File: src/rtl/jtag_tdr.sv
// -----------------------------------------------------------------------------
// jtag_tdr
//   Parametrised JTAG test data register. Sits beside the TAP controller and
//   implements the capture / shift / update sequence for one IR opcode, with
//   a shadow (update) register, an update strobe and shift-length checking.
//   The serial output feeds the TAP TDO mux.
//
// Ports
//   TCK            in   test clock (posedge: SR/count/shadow, negedge: DR_TDO)
//   TRST           in   asynchronous active-low reset
//   TDI            in   serial data in
//   TLR            in   TAP in Test-Logic-Reset (synchronous reset)
//   LATCH_IR       in   current latched instruction [IR_WIDTH]
//   CAPTURE_DR     in   TAP in Capture-DR
//   SHIFT_DR       in   TAP in Shift-DR
//   UPDATE_DR      in   TAP in Update-DR
//   CAPTURE_DATA   in   parallel capture input [DR_WIDTH] (CAPTURE_MODE=1)
//   DR_SELECT      out  LATCH_IR == OPCODE (combinational)
//   DR_TDO         out  serial out, registered on negedge TCK
//   UPDATE_DATA    out  shadow register [DR_WIDTH]
//   UPDATE_STROBE  out  one-TCK pulse when UPDATE_DATA is loaded
//   LENGTH_ERR     out  sticky: last update rejected on shift-count mismatch
// -----------------------------------------------------------------------------
module jtag_tdr #(
  parameter int                  IR_WIDTH      = 4,
  parameter logic [IR_WIDTH-1:0] OPCODE        = IR_WIDTH'(8),
  parameter int                  DR_WIDTH      = 32,
  parameter int                  CAPTURE_MODE  = 0,
  parameter logic [DR_WIDTH-1:0] CAPTURE_VALUE = '0,
  parameter logic [DR_WIDTH-1:0] RESET_VALUE   = '0,
  parameter int                  STRICT_LEN    = 1
) (
  input  logic                TCK,
  input  logic                TRST,
  input  logic                TDI,
  input  logic                TLR,
  input  logic [IR_WIDTH-1:0] LATCH_IR,
  input  logic                CAPTURE_DR,
  input  logic                SHIFT_DR,
  input  logic                UPDATE_DR,
  input  logic [DR_WIDTH-1:0] CAPTURE_DATA,
  output logic                DR_SELECT,
  output logic                DR_TDO,
  output logic [DR_WIDTH-1:0] UPDATE_DATA,
  output logic                UPDATE_STROBE,
  output logic                LENGTH_ERR
);

  // Counter must hold DR_WIDTH+1 so "too many shifts" stays distinguishable
  // from "exactly DR_WIDTH shifts" without wrapping.
  localparam int              CNT_W    = $clog2(DR_WIDTH + 2);
  localparam logic [CNT_W-1:0] CNT_FULL = CNT_W'(DR_WIDTH);
  localparam logic [CNT_W-1:0] CNT_SAT  = CNT_W'(DR_WIDTH + 1);

  logic [DR_WIDTH-1:0] sr_reg;
  logic [CNT_W-1:0]    cnt_reg;
  // Set while the previous posedge was an Update-DR of this register, so a
  // held UPDATE_DR only acts on its first cycle.
  logic                update_seen_reg;

  logic [DR_WIDTH-1:0] capture_word;
  logic                len_ok;

  assign DR_SELECT    = (LATCH_IR == OPCODE);
  assign capture_word = (CAPTURE_MODE != 0) ? CAPTURE_DATA : CAPTURE_VALUE;
  assign len_ok       = (STRICT_LEN == 0) || (cnt_reg == CNT_FULL);

  // Posedge state: shift register, shift counter, shadow register, flags.
  always_ff @(posedge TCK or negedge TRST) begin
    if (!TRST) begin
      sr_reg          <= '0;
      cnt_reg         <= '0;
      UPDATE_DATA     <= RESET_VALUE;
      UPDATE_STROBE   <= 1'b0;
      LENGTH_ERR      <= 1'b0;
      update_seen_reg <= 1'b0;
    end else if (TLR) begin
      sr_reg          <= '0;
      cnt_reg         <= '0;
      UPDATE_DATA     <= RESET_VALUE;
      UPDATE_STROBE   <= 1'b0;
      LENGTH_ERR      <= 1'b0;
      update_seen_reg <= 1'b0;
    end else begin
      UPDATE_STROBE   <= 1'b0;
      update_seen_reg <= 1'b0;
      if (DR_SELECT) begin
        if (CAPTURE_DR) begin
          sr_reg     <= capture_word;
          cnt_reg    <= '0;
          LENGTH_ERR <= 1'b0;
        end else if (SHIFT_DR) begin
          // LSB leaves first; TDI enters at the MSB.
          sr_reg <= {TDI, sr_reg[DR_WIDTH-1:1]};
          if (cnt_reg != CNT_SAT) begin
            cnt_reg <= cnt_reg + 1'b1;
          end
        end else if (UPDATE_DR) begin
          update_seen_reg <= 1'b1;
          if (!update_seen_reg) begin
            if (len_ok) begin
              UPDATE_DATA   <= sr_reg;
              UPDATE_STROBE <= 1'b1;
              LENGTH_ERR    <= 1'b0;
            end else begin
              LENGTH_ERR    <= 1'b1;
            end
          end
        end
      end
    end
  end

  // Serial output changes on the falling edge so the TAP samples a stable
  // bit; driven from SR regardless of select (TLR clears it through SR).
  always_ff @(negedge TCK or negedge TRST) begin
    if (!TRST) begin
      DR_TDO <= 1'b0;
    end else begin
      DR_TDO <= sr_reg[0];
    end
  end

endmodule

File: config.mk
export PLATFORM = sky130hd
export DESIGN_NAME = jtag_tdr
export DESIGN_NICKNAME = d
export VERILOG_FILES = /design/src/rtl/jtag_tdr.sv
export SDC_FILE = /design/constraint.sdc
export NUM_CORES = 1
export LEC_CHECK = 0
export ABC_AREA = 0
export BUFFER_PORTS_ARGS = -buffer_cell sky130_fd_sc_hd__buf_4
export CAP_MARGIN = 30
export CORE_UTILIZATION = 50
export CTS_CLUSTER_DIAMETER = 60
export DETAILED_ROUTE_END_ITERATION = 10
export PLACE_DENSITY = 0.75
export SYNTH_ARGS = -nofsm -noshare
export SYNTH_HDL_FRONTEND = slang
export SYNTH_SLANG_ARGS = --single-unit
File: constraint.sdc
create_clock -name TCK -period 2.9 [get_ports TCK]
set_input_delay 0.145 -clock TCK [delete_from_list [all_inputs] [get_ports TCK]]
set_output_delay 0.145 -clock TCK [all_outputs]
set_load 0.02 [all_outputs]
# Yosys cells after proc, flatten, opt, wreduce, memory -nomap -nowiden
# Index checks and enable logic that the tools add are counted.
[totals]
regBits = 74
elab_cells = 61
input_bits = 43
out_inout_bits = 36
[classes]
addsub = 1
n_reduce_logical = 10
eq_ne = 8
muxes = 35
[op_table]
columns = ["cell", "count"]
rows = [
  ["2-to-1 mux 32 bit", 11],
  ["2-to-1 mux 6 bit", 5],
  ["2-to-1 mux 1 bit", 19],
  ["nonzero test 3 bit", 3],
  ["adder 6 x 1 -> 6 bit, second input constant", 1],
  ["== test 6 bit, second input constant", 1],
  ["!= test 2 bit, second input constant", 3],
  ["!= test 3 bit, second input constant", 2],
  ["!= test 6 bit, second input constant", 1],
  ["AND reduction 6 bit", 1],
  ["nonzero test 2 bit", 3],
  ["== test 4 bit, second input constant", 1],
  ["AND reduction 4 bit", 1],
  ["AND reduction 3 bit", 1],
  ["AND reduction 2 bit", 1],
]

# Logic depth before layout (Yosys ltp)
[depth]
word_depth = 8
depth_mapped = 8

==> run metrics <==
outcome=completed; Hold-fix buffers, CTS=0; initial antenna violation count=0; Sw Ratio=22.31%; Mapped Area=3252 µm²; Internal Power=1.521 mW; Gate power share=4.1%; CP top delay family=flip-flops; Gates resized, CTS repair=0; Max-cap violations=0; Die Ht=82.65 µm; TritonCTS buffer count=9; post-route ant nets=0; DPL Wire Length=3965 µm; Area Growth Syn to Fin=17.39%; Buffers & Inverters on Critical Path=1; Tot GR Track Use=21.86%; vias in the first global route=2421; clock transition at the registers of the reported paths=70 ps; Flop pwr share=52.8%; Slew HR=41.03%; DR pass1 iterations=4; H-Tree Depth=3; Antenna Cells=0; hold violation count in the final report=0; HP Class=input pin to async pin; layout cells sized above 1=18.35%; TNS Setup=0 ps; syn_nets=391; Leak=1.659 nW; Fin Hold WS=64.42 ps; Ys Warns=0; Yosys cell types=32; critical path capture point type=output port; worst-margin pin slew=884.5 ps; Die W=82.65 µm; post-synthesis sequential area ratio=56.94%; Die Footprint=6830 µm²; Vias=2541; Total Nets Final=428; # IOs=79; clock sink count=74; FF-to-FF End=DR_TDO; kind of critical path=register to output port; detail-routed net length per standard cell=14.25 µm; Clk network pwr share=43.2%; worst reg2reg setup slack=880 ps; Fillers=558; Worst Setup Start Kind=register; RSZ-0062 raised after global routing=false; pin count of the biggest net entering global routing=74; first-pass GRT wire length=11100 µm; ys flop type=dfrtp_1; CP max FO=1; Starting DRT DRC Count=248; Reg2Reg Depth=0; Crit-path slowest cell=dfrtn_1; setup repair bufs after CTS=0; switching power=0.4366 mW; CTS max path bufs=2; CP Cell Sequence=buf_4; core area=6314 µm²; maximum vdd drop=0.3030 mV; gpl congestion=0.7888; final std cells w/o fill=464; total routed wirelength=6610 µm; drc violations=0; critical path data required time=2760 ps; Root Driver=clkbuf_8; worst clock skew=10.95 ps; clk_lat worst skew=340 ps; Post-synth ARST share=100.0%; Cell Pwr Density=512.7 nW/µm²; routed vias/inst=5.476; worst flop-to-flop path startpoint=sr_reg[0]; slowest cell delay on critical path=390 ps; setup violators final=0; initial core utilization=51.51%; number of synthesized flops with an enable pin=0; flops & latches, synth=74; Post-Syn Area per Cell=9.426 µm²; standard-cell row count=29; number of port buffers=46; Max Slew Vio Count=0; CTS tree=done; Post-Syn Instances=345; gr ovfl total=0; placed instance count=448; WP data arrival=2300 ps
## layer usage
metal  global-route usage (%)  share of wire (%)  routed length (µm)  up-vias
li1                         -                  -                   -     1235
met3                    5.275                4.7                 309       11
met5                        0                  0                   0        -
met1                    27.89                 45                2947     1226
met2                    35.08                 48                3204       69
met4                    10.00                2.3                 150        0
## logic make-up (layout without fill, tap and decap cells)
logic type | count (synthesis) | in the layout | synth area share [%]
adders and majority gates | 3 | 3 | 1.154
and+or+nand+nor | 159 | 159 | 23.89
AOI/OAI and AO/OA | 75 | 75 | 12.00
muxes | 1 | 1 | 0.3078
DFF | 74 | 74 | 56.94
buffers and inverters | 30 | 72 | 4.886
xor gates and xnor gates | 3 | 3 | 0.8082
## power groups by stage
stage	Sequential [mW]	Clock (mW)	Combinational [mW]
global route	1.03	0.903	0.0897
floorplan	1.05	0	0.0398
detailed placement	1.05	0	0.0819
global placement	1.05	0	0.0813
finish	1.03	0.845	0.0799
CTS	1.03	0.860	0.0819
## per-stage QoR
| stage | total power, mW | utilization, % | cell area, µm² | setup slack (ps) |
|---|---|---|---|---|
| after floorplan | 1.093 | - | 3252 | 832.3 |
| after global placement | 1.134 | 57.07 | 3603 | 795.6 |
| final | 1.957 | 60.46 | 3817 | 450.3 |
| after global routing | 2.026 | 60.46 | 3817 | 426.0 |
| after detailed placement | 1.135 | 57.07 | 3603 | 801.8 |
| after CTS | 1.974 | 60.46 | 3817 | 442.2 |
## cell usage in the layout (no fill, tap or decap), drive strengths merged, types with 3 or more instances in the layout
cell / netlist / routed
o21ai: 4 / 4
clkinv: 1 / 4
dfrtp: 73 / 73
nor3b: 4 / 4
a21oi: 65 / 65
inv: 3 / 3
nand3b: 30 / 30
nand2: 95 / 95
buf: 8 / 52
xnor2: 3 / 3
ha: 3 / 3
nor3: 3 / 3
nor2: 9 / 9
clkbuf: 18 / 12
nand3: 6 / 6
## worst max path at each step
stage | from | endpoint | slack [ps] | cells after the start
finish | DR_TDO | DR_TDO | 450 | 1
floorplan | DR_TDO | DR_TDO | 830 | 0
detailed placement | DR_TDO | DR_TDO | 800 | 1
global route | DR_TDO | DR_TDO | 430 | 1
CTS | DR_TDO | DR_TDO | 440 | 1
global placement | DR_TDO | DR_TDO | 800 | 1
## final cells by class
| cell class | instances | area, µm² | share of cell area [%] |
|---|---|---|---|
| multi-input cells | 241 | 1245 | 32.61 |
| inverters | 4 | 20.02 | 0.5244 |
| clock inverters | 4 | 48.80 | 1.278 |
| flip-flops and latches | 74 | 1852 | 48.51 |
| well taps | 77 | 96.34 | 2.524 |
| repair buffers | 52 | 390.4 | 10.23 |
| clock buffers | 12 | 165.2 | 4.326 |
## synthesized netlist by cell type, types with 4 or more instances
| library cell | n | share of area, % |
|---|---|---|
| nand2_1 | 95 | 11 |
| clkbuf_1 | 18 | 2.1 |
| nor3b_1 | 4 | 0.92 |
| nor2_1 | 8 | 0.92 |
| dfrtp_1 | 73 | 56 |
| a21oi_1 | 65 | 10 |
| nand3b_1 | 30 | 6.9 |
| buf_4 | 5 | 1.2 |
| nand3_1 | 6 | 0.92 |
No activity file was read; power rests on OpenSTA's default activity.
